### src/rtl/sound_pkg.sv
// Shared types and constants for the sound store playback path.
package sound_pkg;

    localparam int DEPTH_WORDS    = 500;
    localparam int BYTES_PER_WORD = 4;

    typedef enum logic [1:0] {
        ST_PREFILL = 2'd0,
        ST_READY   = 2'd1,
        ST_FETCH   = 2'd2
    } play_state_e;

endpackage

### src/rtl/sound_fill_ctr.sv
// Buffer fill tracker: assembles writer byte strobes into whole words and
// keeps the count of buffered words, flagging words that arrive into a full buffer.
module sound_fill_ctr
    import sound_pkg::*;
#(
    parameter int DEPTH = DEPTH_WORDS,
    parameter int LW    = 10
) (
    input  logic          clock,
    input  logic          reset,
    input  logic          byte_wr,
    input  logic          word_sub,
    input  logic          clear_flags,
    output logic [LW-1:0] level,
    output logic          overrun
);

    localparam logic [1:0] LAST_PHASE = 2'(BYTES_PER_WORD - 1);

    logic [1:0]    phase_q, phase_d;
    logic [LW-1:0] level_q, level_d;
    logic          overrun_q, overrun_d;
    logic          word_add_s;
    logic          full_add_s;

    assign word_add_s = byte_wr && (phase_q == LAST_PHASE);

    // Next byte phase, word count and sticky overrun flag.
    always_comb begin
        phase_d    = phase_q;
        level_d    = level_q;
        full_add_s = 1'b0;
        if (byte_wr) begin
            phase_d = phase_q + 2'd1;
        end else begin
            phase_d = phase_q;
        end
        // A word completing into a full buffer is lost; the count saturates.
        if (word_add_s && !word_sub) begin
            if (level_q == LW'(DEPTH)) begin
                full_add_s = 1'b1;
            end else begin
                level_d = level_q + LW'(1);
            end
        end else if (word_sub && !word_add_s && (level_q != '0)) begin
            level_d = level_q - LW'(1);
        end else begin
            level_d = level_q;
        end
        if (clear_flags) begin
            overrun_d = 1'b0;
        end else begin
            overrun_d = overrun_q | full_add_s;
        end
    end

    // Fill-tracking state registers.
    always_ff @(posedge clock or posedge reset) begin
        if (reset) begin
            phase_q   <= 2'd0;
            level_q   <= '0;
            overrun_q <= 1'b0;
        end else begin
            phase_q   <= phase_d;
            level_q   <= level_d;
            overrun_q <= overrun_d;
        end
    end

    assign level   = level_q;
    assign overrun = overrun_q;

endmodule

### src/rtl/sound_play_sched.sv
// Playback scheduler: prefills the sound buffer, then fetches one word per codec
// frame from the RAM read port and presents it as left/right samples.
module sound_play_sched
    import sound_pkg::*;
#(
    parameter int DEPTH   = DEPTH_WORDS,
    parameter int PREFILL = 250,
    parameter int RD_LAT  = 2,
    parameter int AW      = 9
) (
    input  logic          clock,
    input  logic          reset,
    input  logic          enable,
    input  logic          byte_wr,
    input  logic          frame,
    input  logic          clear_flags,
    output logic [AW-1:0] rdaddress,
    input  logic [31:0]   q,
    output logic [15:0]   left,
    output logic [15:0]   right,
    output logic          sample_valid,
    output logic [9:0]    level,
    output logic          playing,
    output logic          underrun,
    output logic          overrun
);

    localparam int CW = (RD_LAT > 0) ? $clog2(RD_LAT + 1) : 1;

    play_state_e   state_q, state_d;
    logic [CW-1:0] wait_q, wait_d;
    logic [AW-1:0] addr_q, addr_d;
    logic [15:0]   left_q, left_d;
    logic [15:0]   right_q, right_d;
    logic          valid_q, valid_d;
    logic          playing_q;
    logic          underrun_q, underrun_d;
    logic          under_set_s;
    logic          word_sub_s;
    logic [9:0]    level_s;

    sound_fill_ctr #(
        .DEPTH (DEPTH),
        .LW    (10)
    ) u_fill (
        .clock       (clock),
        .reset       (reset),
        .byte_wr     (byte_wr),
        .word_sub    (word_sub_s),
        .clear_flags (clear_flags),
        .level       (level_s),
        .overrun     (overrun)
    );

    // Playback FSM: next state, fetch timing, sample capture and pointer advance.
    always_comb begin
        state_d     = state_q;
        wait_d      = wait_q;
        addr_d      = addr_q;
        left_d      = left_q;
        right_d     = right_q;
        valid_d     = 1'b0;
        under_set_s = 1'b0;
        word_sub_s  = 1'b0;
        case (state_q)
            ST_PREFILL: begin
                if (enable && (level_s >= 10'(PREFILL))) begin
                    state_d = ST_READY;
                end else begin
                    state_d = ST_PREFILL;
                end
            end
            ST_READY: begin
                if (!enable) begin
                    state_d = ST_PREFILL;
                end else if (frame && (level_s != '0)) begin
                    wait_d  = CW'(RD_LAT);
                    state_d = ST_FETCH;
                end else if (frame) begin
                    // Starved frame: emit silence and rebuild the prefill margin.
                    under_set_s = 1'b1;
                    left_d      = 16'h0000;
                    right_d     = 16'h0000;
                    valid_d     = 1'b1;
                    state_d     = ST_PREFILL;
                end else begin
                    state_d = ST_READY;
                end
            end
            ST_FETCH: begin
                // The word is consumed on the issue cycle even if the fetch is later abandoned.
                word_sub_s = (wait_q == CW'(RD_LAT));
                if (!enable) begin
                    state_d = ST_PREFILL;
                end else if (wait_q == '0) begin
                    left_d  = q[15:0];
                    right_d = q[31:16];
                    valid_d = 1'b1;
                    addr_d  = (addr_q == AW'(DEPTH - 1)) ? '0 : addr_q + AW'(1);
                    state_d = ST_READY;
                end else begin
                    wait_d  = wait_q - CW'(1);
                    state_d = ST_FETCH;
                end
            end
            default: begin
                state_d = ST_PREFILL;
            end
        endcase
        if (clear_flags) begin
            underrun_d = 1'b0;
        end else begin
            underrun_d = underrun_q | under_set_s;
        end
    end

    // Scheduler state and output registers.
    always_ff @(posedge clock or posedge reset) begin
        if (reset) begin
            state_q    <= ST_PREFILL;
            wait_q     <= '0;
            addr_q     <= '0;
            left_q     <= 16'h0000;
            right_q    <= 16'h0000;
            valid_q    <= 1'b0;
            playing_q  <= 1'b0;
            underrun_q <= 1'b0;
        end else begin
            state_q    <= state_d;
            wait_q     <= wait_d;
            addr_q     <= addr_d;
            left_q     <= left_d;
            right_q    <= right_d;
            valid_q    <= valid_d;
            playing_q  <= (state_d != ST_PREFILL);
            underrun_q <= underrun_d;
        end
    end

    assign rdaddress    = addr_q;
    assign left         = left_q;
    assign right        = right_q;
    assign sample_valid = valid_q;
    assign level        = level_s;
    assign playing      = playing_q;
    assign underrun     = underrun_q;

endmodule
### config.mk
export PLATFORM = sky130hd
export DESIGN_NAME = sound_play_sched
export DESIGN_NICKNAME = d
export VERILOG_FILES = /design/src/rtl/sound_pkg.sv /design/src/rtl/sound_fill_ctr.sv /design/src/rtl/sound_play_sched.sv
export SDC_FILE = /design/constraint.sdc
export NUM_CORES = 1
export LEC_CHECK = 0
export CORE_MARGIN = 2
export CORE_UTILIZATION = 49
export CTS_BUF_LIST = sky130_fd_sc_hd__clkbuf_8
export CTS_CLUSTER_SIZE = 25
export DETAILED_ROUTE_END_ITERATION = 12
export PLACE_DENSITY = 0.83
export SYNTH_ARGS = -nofsm -noshare
export SYNTH_HDL_FRONTEND = slang
export SYNTH_SLANG_ARGS = --single-unit
### constraint.sdc
create_clock -name clock -period 2.95 [get_ports clock]
set_clock_uncertainty 0.1 [all_clocks]
set_input_delay 0.885 -clock clock [delete_from_list [all_inputs] [get_ports clock]]
set_output_delay 0.885 -clock clock [all_outputs]
set_load 0.005 [all_outputs]
==> impl_metrics.py <==
metrics = {
    "routing": {
        "drt_first_iter_violations": 108,
        "route.antenna.remaining_nets": 0,
        "vias_per_cell": 5.21,
        "wl_per_cell_microns": 14.6,
        "totalWireLength_microns": 7760,
        "drc": 0,
        "vias": 2765,
        "drtPass1Iterations": 5,
    },
    "logic_synthesis": {
        "synth-xor-area-share_pct": 4.46,
        "syn_avg_cell_area_sq_um": 9.40,
        "yosys.area.top_type": "dfrtp_1",
        "netlist_top_cells_count": "nand2_1 (77), dfrtp_1 (61), o21ai_0 (38)",
        "synth_top_area_share_pct": 49.1,
        "synthCells": 331,
        "yosys.area_share.adder_pct": 7.08,
        "syn_area_sq_mm": 0.00311,
        "synth_enable_flop_cells": 0,
        "synth.most_common_cell": "nand2_1",
        "synth_compound_area_share_pct": 14.3,
        "synth-simple-area-share_pct": 19.3,
        "ys_ff_latch": 61,
        "synthMuxAreaShare_pct": 2.37,
        "ys_seq_area_share_pct": 49.1,
        "yosys_warnings": 0,
        "syn_nets": 386,
        "ys_async_sr_fraction_pct": 100,
        "synth_top_family_by_area": "simple AND/OR/NAND/NOR gates",
        "yosysUniqueCellTypes": 48,
        "synth.top_cells.by_area": "dfrtp_1 (49%), nand2_1 (9.3%), ha_1 (6.4%), o21ai_0 (6.1%), a21oi_1 (2.6%)",
        "synth_flop_cell": "dfrtp_1",
    },
    "sta": {
        "fmax_ghz": 0.347,
        "finalHoldViolations": 0,
        "tns_ns": 0,
        "slew_viol_final": 0,
        "relSlewSlack_pct": 64.9,
        "worst_slack_ns": 0.0688,
        "grt_setup_unrepaired": "true",
        "period_needed_ns": 2.88,
        "setup_viol": 0,
        "worstMarginPinSlew_ns": 0.521,
        "period_share_pct": 97.7,
    },
    "grt": {
        "overflow": 0,
        "grt_pass1_wl_microns": 12600,
        "grt_max_degree": 65,
        "grt_pass1_vias": 2705,
        "grt_antenna_before_repair": 0,
        "grt_usage_pct": 22.5,
    },
    "clock_network": {
        "insertion_delay_ns": 0.33,
        "postCtsSetupBuffers": 0,
        "cts.htree.levels": 3,
        "cts_hold_buf": 0,
        "cts_sinks": 61,
        "cts_tree": "built",
        "clkTransAtPathRegs_ns": 0.07,
        "cts-buffers-inserted": 9,
        "root_buffer": "clkbuf_8",
        "clk_path_buf_depth": 2,
    },
    "power": {
        "internal_power_mw": 2.64,
        "pwr-share-clk_pct": 17.9,
        "seqPwrFrac_pct": 31.3,
        "pwr-share-comb_pct": 50.8,
        "switching_power_mw": 1.50,
        "leakage_nw": 1.95,
        "irDropWorstVdd_mv": 0.704,
        "total_power_mw": 4.14,
        "switching_share_pct": 36.2,
        "powerDensity_mw_per_mm2": 915,
    },
    "placed_design": {
        "port_buffers": 92,
        "dp_cells": 515,
        "dpl_worst_slack_ns": -0.311,
        "place.gp.congestion": 0.830,
        "dp_hpwl_microns": 5580,
    },
    "critical_path": {
        "crit_buf_inv": 1,
        "critPathKind": "input port to flip-flop",
        "cp_cell_sequence": "clkdlybuf4s50_1 > nand2_1 > a21o_2 > ha_1 > a21o_1 > a21oi_2 > a21oi_1 > or3_1 > a31o_2",
        "cp-start-kind": "input port",
        "crit_family": "compound AO/OA/AOI/OAI gates",
        "cpMaxStageDelayCell": "clkdlybuf4s50_1",
        "worstPathArrival_ns": 3.01,
        "cp-end-kind": "flip-flop",
        "critical_path_required_ns": 3.08,
        "cp_max_fo": 5,
        "slowest_delay_ns": 0.48,
    },
    "layout": {
        "area_delta_synth_final_pct": 45.3,
        "fin_nets": 504,
        "n_antenna_cell": 0,
        "final_cells": 531,
        "final_layout_size_suffix_gt1_share_pct": 15.0,
        "final_util_pct": 72.5,
    },
    "min_path": {
        "min-delay-path-class": "flip-flop to flip-flop",
    },
    "die": {
        "ios": 93,
        "die_w_microns": 83.7,
        "die_h_microns": 83.7,
        "std_cell_rows": 29,
        "core_sq_mm": 0.00624,
        "dieArea_sq_mm": 0.00700,
        "start_util_pct": 49.9,
    },
    "run": {
        "max_cap_violations": 0,
    },
    "outcome": {
        "outcome": "completed",
    },
}
[layout by cell type, fill, tap and decap left out, types with 2 or more instances in the layout]
cell type        netlist  final
or2_2                  2      2
o21ai_0               38     38
a31o_2                 2      2
nand3_1                9      8
nand2b_1               4      4
nor2_1                20     20
dfrtp_1               61     61
inv_1                 13     12
nand4_1                3      3
a21oi_1               16     12
buf_4                  0     27
xnor2_1                9      9
xor2_1                 5      5
a21o_1                 4      4
nor4_1                 3      3
nand2_1               77     77
a21oi_2                1      5
nor3_1                 3      3
ha_1                  16     16
a31oi_1                2      2
mux2_4                 2      2
mux2_2                 3      3
nand4b_1               2      2
clkbuf_8               0     14
clkdlybuf4s50_1        0     92
[metrics by stage]
step | area [sq um] | hold slack (ns)
final | 4520 | 0.379
after global routing | 4520 | 0.409
after CTS | 4500 | 0.385
after detailed placement | 4300 | 0.370
after global placement | 4300 | 0.362
after floorplan | 3110 | 0.348
[flip-flops by register name (all words and copies together), names as in the netlist]
name            flops
left               16
playing             1
rdaddress           9
right              16
sample_valid        1
state_q             2
u_fill.level       10
u_fill.overrun      1
u_fill.phase_q      2
underrun            1
wait_q              2
[cell families (layout without fill, tap and decap cells)]
| kind of cell | Yosys count | count (layout) |
|---|---|---|
| AO/OA/AOI/OAI | 74 | 74 |
| AND/OR/NAND/NOR | 132 | 132 |
| buffers and inverters | 26 | 149 |
| multiplexers | 6 | 6 |
| flip-flops | 61 | 61 |
| adder cells (fa/ha/maj) | 17 | 17 |
| XOR/XNOR | 15 | 15 |
[final timing paths]
path	start	endpoint	slack, ns	cells past startpoint
max	byte_wr	u_fill.level[7]	0.07	9
min reg2reg	left[13]	left[13]	0.38	2
min in group asynchronous	reset	rdaddress[2]	0.80	2
max in group asynchronous	reset	left[15]	1.32	3
min	left[13]	left[13]	0.38	2
max reg2reg	wait_q[0]	u_fill.level[6]	0.46	12
[final cells by class]
cell class,count,area (sq um)
inverter,13,48.8
timing repair buffer,120,1140
tap,77,96.3
fill,468,1720
sequential,61,1530
multi-input combinational,244,1500
clock buffer,14,193
clock inverter,2,13.8
[repair_timing]
action,in CTS,in global routing
setup endpoints to repair,0,5
gates resized for setup,0,5
hold endpoints to repair,0,0
[tightest hold or removal path, delay by kind of cell, from the launching register on]
family          cells  cell delay [ns]
simple gates        1             0.04
flops               1             0.34
compound gates      1             0.06
[power by group through the flow]
stage / clock, mW / sequential (mW) / combinational [mW]
floorplan: 0 / 1.27 / 1.12
global placement: 0 / 1.29 / 2.01
finish: 0.740 / 1.30 / 2.10
detailed placement: 0 / 1.31 / 2.06
CTS: 0.756 / 1.29 / 2.08
global route: 0.798 / 1.33 / 2.32
[per-layer routing]
metal / global-route usage (%) / vias to the layer above / wire length [microns]
li1: - / 1365 / -
met1: 29.9 / 1301 / 3510
met2: 36.2 / 89 / 3740
met3: 5.84 / 10 / 436
met4: 7.48 / 0 / 80
met5: 0 / - / 0
(Power assumes the default switching activity.)
